`config.mk`:
```
export PLATFORM = sky130hd
export DESIGN_NAME = bus_arbiter
export DESIGN_NICKNAME = d
export VERILOG_FILES = /design/src/rtl/bus_arbiter.sv
export SDC_FILE = /design/constraint.sdc
export NUM_CORES = 1
export LEC_CHECK = 0
export ABC_AREA = 1
export CAP_MARGIN = 20
export CORE_ASPECT_RATIO = 0.75
export CORE_MARGIN = 5
export CORE_UTILIZATION = 23
export CTS_CLUSTER_DIAMETER = 50
export DETAILED_ROUTE_END_ITERATION = 7
export MAX_ROUTING_LAYER = met4
export PLACE_DENSITY = 0.76
export SLEW_MARGIN = 20
export SYNTH_ARGS = -nofsm -noshare
export SYNTH_HDL_FRONTEND = slang
export SYNTH_SLANG_ARGS = --single-unit
```
`constraint.sdc`:
```
create_clock -name clk -period 2.9 [get_ports clk]
set_input_delay 0.58 -clock clk [delete_from_list [all_inputs] [get_ports clk]]
set_output_delay 0.58 -clock clk [all_outputs]
set_load 0.05 [all_outputs]
```
`src/rtl/bus_arbiter.sv`:
```
// Two-master bus arbiter with a read-tag FIFO that routes returned read data
// back to its issuer. Define BUS_ARBITER_ROUND_ROBIN_EN for round-robin contention.
module bus_arbiter #(
  parameter int DEPTH = 4
) (
  input  logic        clk,
  input  logic        reset,
  input  logic [31:0] m0Address,
  input  logic [31:0] m1Address,
  input  logic        m0Read,
  input  logic        m1Read,
  input  logic        m0Write,
  input  logic        m1Write,
  input  logic [31:0] m0WriteData,
  input  logic [31:0] m1WriteData,
  output logic        m0WaitRequest,
  output logic        m1WaitRequest,
  output logic        m0ReadValid,
  output logic        m1ReadValid,
  output logic [31:0] readData,
  output logic [31:0] address,
  output logic        read,
  output logic        write,
  output logic [31:0] writeData,
  input  logic        waitRequest,
  input  logic        readValid,
  input  logic [31:0] dataIn,
  output logic        orphanError
);

  localparam int PW = $clog2(DEPTH);
  localparam int CW = PW + 1;

  logic          req0, req1;
  logic          gnt_vld, gnt_id, gnt_rd;
  logic          own_wait;
  logic          full, empty, push, pop, head_id;
  logic          lock_q, lock_d;
  logic          lock_id_q, lock_id_d;
  logic          orphan_q, orphan_d;
  logic [PW-1:0] wr_ptr_q, wr_ptr_d;
  logic [PW-1:0] rd_ptr_q, rd_ptr_d;
  logic [CW-1:0] count_q, count_d;
  logic [DEPTH-1:0] tag_q;
`ifdef BUS_ARBITER_ROUND_ROBIN_EN
  logic          last_q, last_d;
`endif

  assign req0 = m0Read | m0Write;
  assign req1 = m1Read | m1Write;

  always_comb begin
    gnt_vld = req0 | req1;
    gnt_id  = ~req0;
    if (lock_q && (lock_id_q ? req1 : req0)) begin
      gnt_id = lock_id_q;
    end else if (req0 && req1) begin
`ifdef BUS_ARBITER_ROUND_ROBIN_EN
      gnt_id = ~last_q;
`else
      gnt_id = 1'b0;
`endif
    end
    // Read has priority over write when a master raises both.
    gnt_rd = gnt_id ? m1Read : m0Read;
  end

  assign full  = (count_q == CW'(DEPTH));
  assign empty = (count_q == '0);

  assign read      = gnt_vld & gnt_rd & ~full;
  assign write     = gnt_vld & ~gnt_rd;
  assign address   = (gnt_vld & gnt_id) ? m1Address   : m0Address;
  assign writeData = (gnt_vld & gnt_id) ? m1WriteData : m0WriteData;

  assign own_wait      = waitRequest | (gnt_rd & full);
  assign m0WaitRequest = req0 & (gnt_id | own_wait);
  assign m1WaitRequest = req1 & (~gnt_id | own_wait);

  assign push    = read & ~waitRequest;
  assign pop     = readValid & ~empty;
  assign head_id = tag_q[rd_ptr_q];

  assign m0ReadValid = pop & ~head_id;
  assign m1ReadValid = pop & head_id;
  assign readData    = dataIn;
  assign orphanError = orphan_q;

  always_comb begin
    lock_d    = gnt_vld & waitRequest;
    lock_id_d = gnt_id;
    wr_ptr_d  = wr_ptr_q + PW'(push);
    rd_ptr_d  = rd_ptr_q + PW'(pop);
    count_d   = count_q + CW'(push) - CW'(pop);
    orphan_d  = orphan_q | (readValid & empty);
  end

`ifdef BUS_ARBITER_ROUND_ROBIN_EN
  assign last_d = ((read | write) & ~waitRequest) ? gnt_id : last_q;

  always_ff @(posedge clk or negedge reset) begin
    if (!reset) last_q <= 1'b1;
    else        last_q <= last_d;
  end
`endif

  always_ff @(posedge clk or negedge reset) begin
    if (!reset) begin
      lock_q    <= 1'b0;
      lock_id_q <= 1'b0;
      wr_ptr_q  <= '0;
      rd_ptr_q  <= '0;
      count_q   <= '0;
      orphan_q  <= 1'b0;
    end else begin
      lock_q    <= lock_d;
      lock_id_q <= lock_id_d;
      wr_ptr_q  <= wr_ptr_d;
      rd_ptr_q  <= rd_ptr_d;
      count_q   <= count_d;
      orphan_q  <= orphan_d;
    end
  end

  generate
    for (genvar gi = 0; gi < DEPTH; gi++) begin : g_tag
      always_ff @(posedge clk or negedge reset) begin
        if (!reset)                            tag_q[gi] <= 1'b0;
        else if (push && wr_ptr_q == PW'(gi))  tag_q[gi] <= gnt_id;
      end
    end
  endgenerate

endmodule

```
==> impl_metrics.yaml <==
synth:
  synth_edf_count: 0
  seq_area_frac_synth_pct: 15.9
  ys_types: 22
  yosys_warnings: 0
  syn_area_sq_um: 2200
  ys_seq_elements: 14
  synth_common_cells: "nand2_1 (86), inv_1 (82), o21ai_2 (61)"
  yosysMostFrequentCell: "nand2_1"
  yosys.area.top_type_share_pct: 24.2
  avgSynthCellArea_sq_um: 6.64
  synth_cells: 332
  synth_top_cell_by_area: "o21ai_2"
  synth_ff_type: "dfrtp_1"
  async_reset_ff_share_pct: 100
  synthTopCellsByArea: "o21ai_2 (24%), dfrtp_1 (16%), nand2_1 (15%)"
  synth_nets: 505
finish:
  diodes: 0
  instances_no_fill: 642
  syn_to_final_growth_pct: 125
  nFillCells: 852
  seq_area_sq_um: 350
  stdcell_area_sq_um: 4970
  nNetsFinal: 684
  multiInputGateArea_sq_um: 1160
  final_layout_size_suffix_gt1_share_pct: 30.4
  final_util_pct: 52.3
sta:
  fmax_mhz: 357
  finalSetupTns_ps: 0
  setup_ws_ps: 98.7
  finalHoldViolations: 0
  layout_min_cycle_time_ps: 2800
  slew-limit-headroom_pct: 59.1
  finalSetupViolations: 0
  rsz0062_at_grt: "false"
  fin_skew_ps: 2.93
  drv_slew: 0
  holdWs_ps: 473
  worst_pin_slew_ps: 612
  fin_crit_sh_pct: 96.6
clock_network:
  post-cts-setup-buffer-count: 0
  max-clock-path-buffers: 2
  root_buffer: "clkbuf_16"
  cts_hold_buf: 0
  h-tree-depth: 1
  clk_pin_slew_ps: 50
  cts_tree: "yes"
  cts_buffers: 3
  cts_sinks: 14
  clk_latency_ps: 250
place:
  place_area_sq_um: 4870
  post-place-ws_ps: 49.0
  dp.cells: 638
  hpwl_mm: 9.41
  io_buffers: 206
  gp_congestion: 0.795
setup_path:
  arrival_ps: 2220
  end_kind: "primary output"
  cp.required_ps: 2320
  crit_path_max_fanout: 13
  cp-start-kind: "input pin"
  crit_type: "in2out"
power_and_ir_drop:
  power_density_nw_per_um2: 477
  p_total_mw: 2.37
  irDropWorstVdd_v: 0.000482
  p_leak_nw: 2.44
die:
  pin_count: 271
  coreArea_sq_um: 9500
  die_width_um: 123
  die_area_sq_um: 11700
  start_util_pct: 23.2
  std_cell_rows: 31
  die_h_um: 94.8
global_routing:
  antenna_found_initial: 0
  grt_pass1_wl_mm: 14.4
  grt_pass1_vias: 2603
  track_usage_pct: 16.7
  grt_overflow: 0
  grt_max_degree: 39
worst_hold_path:
  worstHoldPathType: "reg2reg"
routing:
  wl_per_cell_um: 16.3
  drt_iter0_drc: 89
  drt-total-wl_mm: 10.4
  drtAntennaViolNets: 0
  vias: 2584
  first_pass_iters: 4
  drc: 0
  avgViaCountPerCell: 4.02
flow_run:
  drv_cap: 0
run_status:
  outcome: "finished, final reports clean"
==> layout by cell type (no fill, tap or decap) <==
cell type and count:
nand2_4 1, o21ai_4 1, clkbuf_8 1, buf_4 11
buf_6 1, a32o_1 1, inv_1 82, or2_4 1
nand3_1 9, o21ai_2 60, clkbuf_16 3, a31o_2 1
a21oi_1 1, fa_1 1, ha_1 4, nor2_1 8
o21ai_1 4, nand2_2 2, xor2_1 3, buf_12 72
clkdlybuf4s50_1 136, nor2_2 1, and2_1 1, dfrtp_1 14
xnor2_1 1, nand4_1 4, nand2_1 86
==> repair_timing <==
action	4_1_cts	5_1_grt
hold endpoints to repair	0	0
resized for setup	0	1
endpoints found under the setup margin	0	2
==> critical path, stage by stage <==
cell	delay (ps)
clkdlybuf4s50_1	420
or2_4	290
o21ai_4	220
buf_12	180
buf_4	200
nand2_1	90
o21ai_2	90
buf_12	160
==> sequential cells by signal, indices dropped and copies added (netlist names) <==
name         cells
orphanError      1
wr_ptr_q         2
lock_q           1
count_q          3
rd_ptr_q         2
tag_q            4
lock_id_q        1
==> final cells by class <==
class	count	area share (%)
Tap cell	132	3.32
Timing Repair Buffer	220	58.3
Multi-Input combinational cell	190	23.3
Inverter	82	6.20
Clock buffer	4	1.79
Sequential cell	14	7.05
==> report_power, final <==
part	internal (mW)	switching (mW)
sequential	0.286	0.0709
combinational	0.800	0.922
clock	0.209	0.0829
==> worst paths after layout <==
kind                                             from                     to  slack [ps]  cells after the start
worst max-delay path                          m0Write            address[16]         100                      8
worst min-delay path            orphanError$_DFF_PN0_  orphanError$_DFF_PN0_         470                      1
worst max register to register   count_q[1]$_DFF_PN0_   count_q[2]$_DFF_PN0_         940                      9
worst min register to register  orphanError$_DFF_PN0_  orphanError$_DFF_PN0_         470                      1
max in group asynchronous                       reset  rd_ptr_q[0]$_DFF_PN0_        1780                      1
min in group asynchronous                       reset  wr_ptr_q[0]$_DFF_PN0_         720                      1
==> cell families after synthesis <==
kind of cell | Yosys count | synth area share (%)
fa+ha+maj | 5 | 3.18
compound gates | 68 | 26.2
simple gates | 113 | 21.2
xor+xnor | 4 | 1.59
buf+inv | 128 | 31.9
flops | 14 | 15.9
==> per-layer routing <==
| layer | up-vias | wire [um] | share of wire [%] | track usage (%) |
|---|---|---|---|---|
| li1 | 1324 | - | - | - |
| met1 | 1150 | 3510 | 34 | 17.1 |
| met2 | 94 | 5970 | 57 | 31.9 |
| met3 | 16 | 782 | 7.5 | 4.01 |
| met4 | 0 | 175 | 1.7 | 4.15 |
| met5 | - | 0 | 0 | - |
Power figures use the tool's default switching activity.
